--- config.mk ---
export PLATFORM = sky130hd
export DESIGN_NAME = bsg_idiv_frontend
export DESIGN_NICKNAME = d
export VERILOG_FILES = /design/src/rtl/bsg_idiv_pkg.sv /design/src/rtl/bsg_dff_reset_en.sv /design/src/rtl/bsg_idiv_frontend.sv
export SDC_FILE = /design/constraint.sdc
export NUM_CORES = 1
export LEC_CHECK = 0
export ABC_AREA = 1
export BUFFER_PORTS_ARGS = -buffer_cell sky130_fd_sc_hd__clkbuf_2
export CORE_AREA = 2 2 185 187
export CTS_BUF_LIST = sky130_fd_sc_hd__clkbuf_4 sky130_fd_sc_hd__clkbuf_8
export CTS_CLUSTER_DIAMETER = 40
export DETAILED_ROUTE_END_ITERATION = 8
export DIE_AREA = 0 0 187 189
export PLACE_DENSITY = 0.53
export SLEW_MARGIN = 20
export SYNTH_ARGS = -nofsm -noshare
export SYNTH_HDL_FRONTEND = slang
export SYNTH_SLANG_ARGS = --single-unit
--- constraint.sdc ---
create_clock -name clk_i -period 2.51 [get_ports clk_i]
set_input_delay 0 -clock clk_i [delete_from_list [all_inputs] [get_ports clk_i]]
set_output_delay 0 -clock clk_i [all_outputs]
set_load 0.02 [all_outputs]
--- src/rtl/bsg_idiv_pkg.sv ---
// Shared types for the iterative-divider request front-end.
package bsg_idiv_pkg;

  typedef enum logic [1:0] {
    eDIV  = 2'd0,
    eDIVU = 2'd1,
    eREM  = 2'd2,
    eREMU = 2'd3
  } bsg_idiv_op_e;

  typedef enum logic [1:0] {
    eIdle   = 2'd0,
    eIssue  = 2'd1,
    eWait   = 2'd2,
    eResult = 2'd3
  } bsg_idiv_fe_state_e;

  function automatic logic op_is_signed(input bsg_idiv_op_e op);
    return (op == eDIV) || (op == eREM);
  endfunction

  function automatic logic op_is_rem(input bsg_idiv_op_e op);
    return (op == eREM) || (op == eREMU);
  endfunction

endpackage

--- src/rtl/bsg_dff_reset_en.sv ---
// Register bank with synchronous active-high reset to zero and load enable.
module bsg_dff_reset_en #(
  parameter int width_p = 1
) (
  input  logic               clk_i,
  input  logic               reset_i,
  input  logic               en_i,
  input  logic [width_p-1:0] data_i,
  output logic [width_p-1:0] data_o
);

  logic [width_p-1:0] r_data;

  always_ff @(posedge clk_i) begin
    if (reset_i) begin
      r_data <= '0;
    end else if (en_i) begin
      r_data <= data_i;
    end
  end

  assign data_o = r_data;

endmodule

--- src/rtl/bsg_idiv_frontend.sv ---
// Request front-end for the iterative divider: resolves divide-by-zero and
// signed overflow locally, forwards the rest, and returns quotient or remainder.
module bsg_idiv_frontend
  import bsg_idiv_pkg::*;
#(
  parameter int width_p     = 64,
  parameter int tag_width_p = 5
) (
  input  logic                   clk_i,
  input  logic                   reset_i,
  input  logic                   v_i,
  output logic                   ready_o,
  input  logic [1:0]             op_i,
  input  logic [width_p-1:0]     dividend_i,
  input  logic [width_p-1:0]     divisor_i,
  input  logic [tag_width_p-1:0] tag_i,
  output logic                   div_v_o,
  input  logic                   div_ready_i,
  output logic [width_p-1:0]     div_dividend_o,
  output logic [width_p-1:0]     div_divisor_o,
  output logic                   div_signed_o,
  input  logic                   div_v_i,
  input  logic [width_p-1:0]     div_quotient_i,
  input  logic [width_p-1:0]     div_remainder_i,
  output logic                   div_yumi_o,
  output logic                   v_o,
  output logic [width_p-1:0]     data_o,
  output logic [tag_width_p-1:0] tag_o,
  input  logic                   yumi_i
);

  localparam logic [width_p-1:0] MinSigned = {1'b1, {(width_p-1){1'b0}}};

  bsg_idiv_fe_state_e r_state;

  bsg_idiv_op_e       w_op_in;
  bsg_idiv_op_e       w_op_held;
  logic               w_accept;
  logic               w_div_zero;
  logic               w_overflow;
  logic               w_fast;
  logic               w_div_done;
  logic [width_p-1:0] w_fast_data;
  logic [width_p-1:0] w_result_next;
  logic               w_result_en;
  logic [1:0]         w_op_reg;

  assign w_op_in    = bsg_idiv_op_e'(op_i);
  assign w_op_held  = bsg_idiv_op_e'(w_op_reg);

  assign ready_o    = (r_state == eIdle) && !reset_i;
  assign v_o        = (r_state == eResult);
  assign div_v_o    = (r_state == eIssue);
  assign w_div_done = (r_state == eWait) && div_v_i;
  assign div_yumi_o = w_div_done;

  assign w_accept   = ready_o && v_i;
  assign w_div_zero = (divisor_i == '0);
  assign w_overflow = op_is_signed(w_op_in) && (dividend_i == MinSigned) && (divisor_i == '1);
  assign w_fast     = w_div_zero || w_overflow;

  // Divide-by-zero takes priority; the two cases cannot overlap anyway.
  always_comb begin
    w_fast_data = '0;
    if (w_div_zero) begin
      w_fast_data = op_is_rem(w_op_in) ? dividend_i : '1;
    end else if (w_overflow) begin
      w_fast_data = op_is_rem(w_op_in) ? '0 : dividend_i;
    end
  end

  assign w_result_en   = (w_accept && w_fast) || w_div_done;
  assign w_result_next = (r_state == eIdle) ? w_fast_data
                       : (op_is_rem(w_op_held) ? div_remainder_i : div_quotient_i);

  // Operands are only loaded for requests that actually go to the divider.
  bsg_dff_reset_en #(.width_p(2*width_p+1)) operand_reg (
    .clk_i  (clk_i),
    .reset_i(reset_i),
    .en_i   (w_accept && !w_fast),
    .data_i ({dividend_i, divisor_i, op_is_signed(w_op_in)}),
    .data_o ({div_dividend_o, div_divisor_o, div_signed_o})
  );

  bsg_dff_reset_en #(.width_p(2+tag_width_p)) ctl_reg (
    .clk_i  (clk_i),
    .reset_i(reset_i),
    .en_i   (w_accept),
    .data_i ({op_i, tag_i}),
    .data_o ({w_op_reg, tag_o})
  );

  bsg_dff_reset_en #(.width_p(width_p)) result_reg (
    .clk_i  (clk_i),
    .reset_i(reset_i),
    .en_i   (w_result_en),
    .data_i (w_result_next),
    .data_o (data_o)
  );

  always_ff @(posedge clk_i) begin
    if (reset_i) begin
      r_state <= eIdle;
    end else begin
      unique case (r_state)
        eIdle:   if (v_i) r_state <= w_fast ? eResult : eIssue;
        eIssue:  if (div_ready_i) r_state <= eWait;
        eWait:   if (div_v_i) r_state <= eResult;
        eResult: if (yumi_i) r_state <= eIdle;
        default: r_state <= eIdle;
      endcase
    end
  end

  // A divider result outside eWait means the divider and front-end disagree.
  a_div_v_only_in_wait: assert property (
    @(posedge clk_i) disable iff (reset_i) div_v_i |-> (r_state == eWait)
  ) else $error("div_v_i asserted outside eWait");

endmodule

# [After elaboration in Yosys (flattened, before gate mapping)]
# Index checks and enable logic that the tools add are counted.
[word_totals] regBits=202 inputBits=269
[op_classes] n_eq_ne=13 n_mux=12 reduce_logical=18
[op_table] op="2-to-1 mux 64 bit" count=6
[op_table] op="equality test 64 bit (second input constant)" count=2
[op_table] op="logical NOT 64 bit" count=1
[op_table] op="equality test 2 bit (second input constant)" count=6
[op_table] op="2-to-1 mux 2 bit" count=5
[op_table] op="case mux 2 bit (4 select lines)" count=1
[op_table] op="logical AND 1 bit" count=7
[op_table] op="logical OR 1 bit" count=5
[op_table] op="logical NOT 2 bit" count=2
[op_table] op="!= test 2 x 1 -> 1 bit (second input constant)" count=2
[op_table] op="!= test 2 bit (second input constant)" count=2
[op_table] op="AND reduction 4 bit" count=1
[op_table] op="equality test 2 x 1 -> 1 bit (second input constant)" count=1
[op_table] op="logical NOT 1 bit" count=2

# [Longest topological paths before layout]
[logic_depth] ltp_word=8 ltp_mapped=14 ltp_nobuf=14

# [Modules after synthesis]
# Synthesis repeated with hierarchy kept, for this count alone.
[hier_totals] cells_unflattened=1816 hier_area_um2=11629.9
[by_module_without_submodules] mod="bsg_dff_reset_en (operand_reg)" instances=1 cells_per_inst=818 area_per_inst_um2=5378.9
[by_module_without_submodules] mod="bsg_idiv_frontend" instances=1 cells_per_inst=549 area_per_inst_um2=3298.2
[by_module_without_submodules] mod="bsg_dff_reset_en (result_reg)" instances=1 cells_per_inst=405 area_per_inst_um2=2666.3
[by_module_without_submodules] mod="bsg_dff_reset_en (ctl_reg)" instances=1 cells_per_inst=44 area_per_inst_um2=286.5

# [Least setup slack after synthesis]
# OpenSTA, ideal clock, no wires.
[synth_path] path_kind="register to register" start="register r_state[0]" end="register operand_reg.r_data[50], in the netlist operand_reg.data_o[50]" setup_ps=71 arrival_time_ps=1845 setup_slack_ps=594 path_stages_with_launch=13 n_path_buf=2 period_less_slack_ps=1916 cell_sequence="dfxtp_1 > inv_1 > ha_1 > inv_2 > nor2_2 > nand2_2 > inv_4 > nand3_4 > inv_2 > buf_2 > buf_2 > nand2_1 > a21oi_2"
[synth_between] elab_chain_len=4
[synth_lines] element="start, declared" line_no="bsg_idiv_frontend.sv:34" rtl="bsg_idiv_fe_state_e r_state;"
[synth_lines] element="start signal, assigned" line_no="bsg_idiv_frontend.sv:103" rtl="r_state <= eIdle;"
[synth_lines] element="start signal, assigned" line_no="bsg_idiv_frontend.sv:106" rtl="eIdle: if (v_i) r_state <= w_fast ? eResult : eIssue;"
[synth_lines] element="start signal, assigned" line_no="bsg_idiv_frontend.sv:107" rtl="eIssue: if (div_ready_i) r_state <= eWait;"
[synth_lines] element="logical NOT 2 bit" line_no="bsg_idiv_frontend.sv:51" rtl="assign ready_o = (r_state == eIdle) && !reset_i;"
[synth_lines] element="logical AND 1 bit" line_no="bsg_idiv_frontend.sv:51"
[synth_lines] element="via ready_o" line_no="bsg_idiv_frontend.sv:12" rtl="output logic ready_o,"
[synth_lines] element="logical AND 1 bit" line_no="bsg_idiv_frontend.sv:57" rtl="assign w_accept = ready_o && v_i;"
[synth_lines] element="logical AND 1 bit" line_no="bsg_idiv_frontend.sv:80" rtl=".en_i (w_accept && !w_fast),"
[synth_lines] element="end signal, assigned" line_no="bsg_dff_reset_en.sv:18" rtl="r_data <= data_i;"
[synth_lines] element="end, declared" line_no="bsg_dff_reset_en.sv:12" rtl="logic [width_p-1:0] r_data;"
# The timed path passes the listed nets, and every way through them passes these cells.
# A chain may end at the register's enable or synchronous reset.

# [Worst setup path after layout]
[layout_path] start="register r_state[0]" end="register ctl_reg.r_data[0], in the netlist ctl_reg.data_o[0]"
[layout_between] elab_chain_len=3
[layout_lines] element="logical NOT 2 bit" line_no="bsg_idiv_frontend.sv:51"
[layout_lines] element="logical AND 1 bit" line_no="bsg_idiv_frontend.sv:51"
[layout_lines] element="logical AND 1 bit" line_no="bsg_idiv_frontend.sv:57"
[layout_lines] element="end signal, assigned" line_no="bsg_dff_reset_en.sv:18"
[layout_lines] element="end, declared" line_no="bsg_dff_reset_en.sv:12"
# Every way passes these cells.

==> reports/metrics.csv <==
stage,metric,value,unit
place,dp.cells,2439,
clock_tree,cts_tree,yes,
power,total_power,13450,uW
timing,min_period,2347,ps
timing,drv_slew,0,
floorplan,ioPinCount,471,
timing,fmaxAchievable,426.1,MHz
timing,tightest_slew,1029,ps
global_route,grt_util_all_layers,0.2470,
clock_tree,clockBufferDepth,3,
floorplan,die_h,189,um
synthesis,synthDistinctLibCells,32,
clock_tree,insertion_delay,540,ps
synthesis,syn_avg_cell_area,6.339,sq um
clock_tree,cts_inserted_buffers,45,
timing,clock-skew-final,11.81,ps
min_path,hold_path.class,primary input to register,
worst_setup_path,path_max_fanout,8,
worst_setup_path,endpoint_kind,register,
finish,num-fill-cells,3346,
power,peakVddDrop,0.0006206,V
worst_setup_path,regToRegStartpoint,r_state[0],
finish,final_cell_mix,"clkbuf_2 (469), nand2_1 (407), nor2_1 (368)",
timing,finalCritPeriodShare,0.9350,
drt,via_per_inst,4.704,
min_path,whs_path_depth,7,
drt,num_vias,13090,
finish,ff_latch_area,4025,sq um
floorplan,core_area,33280,sq um
worst_setup_path,cp.arrival,2820,ps
synthesis,synth_top_cells_by_area,"dfxtp_1 (39%), nand2_1 (15%), nor2_1 (14%)",
global_route,antenna_found_initial,0,
synthesis,ys_seq_elements,201,
synthesis,ys_seq_area_frac,0.3933,
global_route,grt_max_degree,78,
place,place.gp.congestion,0.8360,
finish,diodes,0,
place,place.detailed.hpwl,30080,um
finish,nets,2582,
timing,rsz0062_at_grt,false,
worst_setup_path,crit_required,2990,ps
outcome,status,completed,
finish,area_delta_synth_final,61.04,%
floorplan,die_w,187,um
worst_setup_path,crit_path_start,r_state[0],
power,p_per_area,816.5,nW/um^2
power,leakage,0.007565,uW
clock_tree,clock-sinks,201,
floorplan,row_count,67,
floorplan,die_area,35340,sq um
global_route,grt_pass1_vias,12700,
drt,drc,0,
clock_tree,cts_max_level,2,
finish,fin_area,16480,sq um
drt,ant_nets,0,
finish,drive_above_1_share,0.2582,
synthesis,yosys.area.top_type,dfxtp_1,
synthesis,synth.top_cell.area_share,0.3933,
flow_run,cap_violations,0,
global_route,grt_pass1_wl,69660,um
worst_setup_path,r2r_setup_slack,160,ps
synthesis,syn_area,10230,sq um
place,io_buffers,470,
min_path,hold_path_end,result_reg.data_o[56],
worst_setup_path,critPathKind,register to register,
clock_tree,cts_root_buffer,clkbuf_8,
place,place_area,12770,sq um
worst_setup_path,r2r-end,ctl_reg.data_o[0],
floorplan,initial_core_util,0.3074,
global_route,grt.overflow.total,0,
finish,multi_input_area,5276,sq um
drt,drt-total-wl,45510,um
timing,final-setup-viol-count,0,
synthesis,ys_warn_count,0,
synthesis,synthesis.nets,1887,
drt,wl_per_cell,16.35,um
finish,fin_cells,2783,
timing,max-slew-margin-rel,0.3130,
worst_setup_path,rr_worst_depth,10,
timing,final-hold-violation-count,0,
finish,layout_commonest_cell,clkbuf_2,
min_path,hp-start,div_quotient_i[56],
clock_tree,cts.reportedPaths.clkPinSlew,60,ps
worst_setup_path,start_kind,register,
drt,first_iter_violations,754,
synthesis,syn_inst,1614,
drt,firstDrtPassIters,5,
timing,final.setup.tns,0,ps
[state kept, by name, indices dropped and copies added, names as in the netlist]
| register | flops |
|---|---|
| ctl_reg.data_o | 6 |
| operand_reg.data_o | 129 |
| r_state | 2 |
| result_reg.data_o | 64 |
[where the power goes]
| part | internal, uW | switching (uW) |
|---|---|---|
| clock | 2440 | 1530 |
| combinational | 2140 | 3380 |
| sequential | 3690 | 271 |
| total | 8270 | 5180 |
[through the flow]
stage          setup slack, ps  utilization  hold WS (ps)
6_report                 163.2       0.4951         48.14
5_1_grt                  34.89       0.4951         63.15
4_1_cts                  36.92       0.4940        0.7043
3_5_place_dp             197.7       0.3837         205.8
3_3_place_gp             287.5       0.3837         208.3
2_1_floorplan            594.2            -         110.5
[layout make-up]
class,count,area share
Timing Repair Buffer,761,0.3234
Multi-Input combinational cell,1215,0.3202
Sequential cell,201,0.2443
Clock buffer,61,0.04830
Tap cell,448,0.03402
Inverter,85,0.01982
Clock inverter,12,0.009872
[worst max-delay path by stage]
| stage | end | depth (start not counted) |
|---|---|---|
| 2_1_floorplan | operand_reg.data_o[50] | 12 |
| 3_3_place_gp | r_state[0] | 8 |
| 3_5_place_dp | r_state[0] | 8 |
| 4_1_cts | result_reg.data_o[14] | 9 |
| 5_1_grt | ctl_reg.data_o[0] | 10 |
| 6_report | ctl_reg.data_o[0] | 10 |
[cells in the mapped netlist (all sizes together)]
library cell and instances:
nor3 5, clkinv 2, o21ai 193, buf 53, a21oi 130, dfxtp 201
nand2 422, nand4 7, nand3 78, o22ai 1, inv 83, ha 4
nor2 369, nand3b 1, a221oi 1, nor2b 2, clkbuf 60, a31oi 2
[routing by layer]
metal / vias up / track usage / routed length [um]
met5: - / 0 / 0
met4: 0 / 0.09951 / 1755
met3: 111 / 0.05728 / 3307
met2: 522 / 0.4295 / 21790
met1: 5936 / 0.2940 / 18650
li1: 6523 / - / -
[what timing repair did]
action                                 CTS  global route
endpoints found under the hold margin  200             0
setup endpoints to repair                0            54
hold buffers                           271             0
gates resized for setup                  0            10
buffers inserted                         0             0
[logic make-up after synthesis]
family / share of synthesized area
flip-flops: 0.3933
AO/OA/AOI/OAI: 0.1647
adder cells (fa/ha/maj): 0.004892
buffers and inverters: 0.09441
AND/OR/NAND/NOR: 0.3427
[critical path, stage by stage, from the launching register on]
cell	delay (ps)
dfxtp_1	340
inv_1	100
ha_2	220
inv_2	60
nor2_4	110
nand2_4	100
inv_6	120
nand2_1	60
dlygate4sd3_1	550
nand2_1	70
dlygate4sd3_1	550
Power figures use the tool's default switching activity.
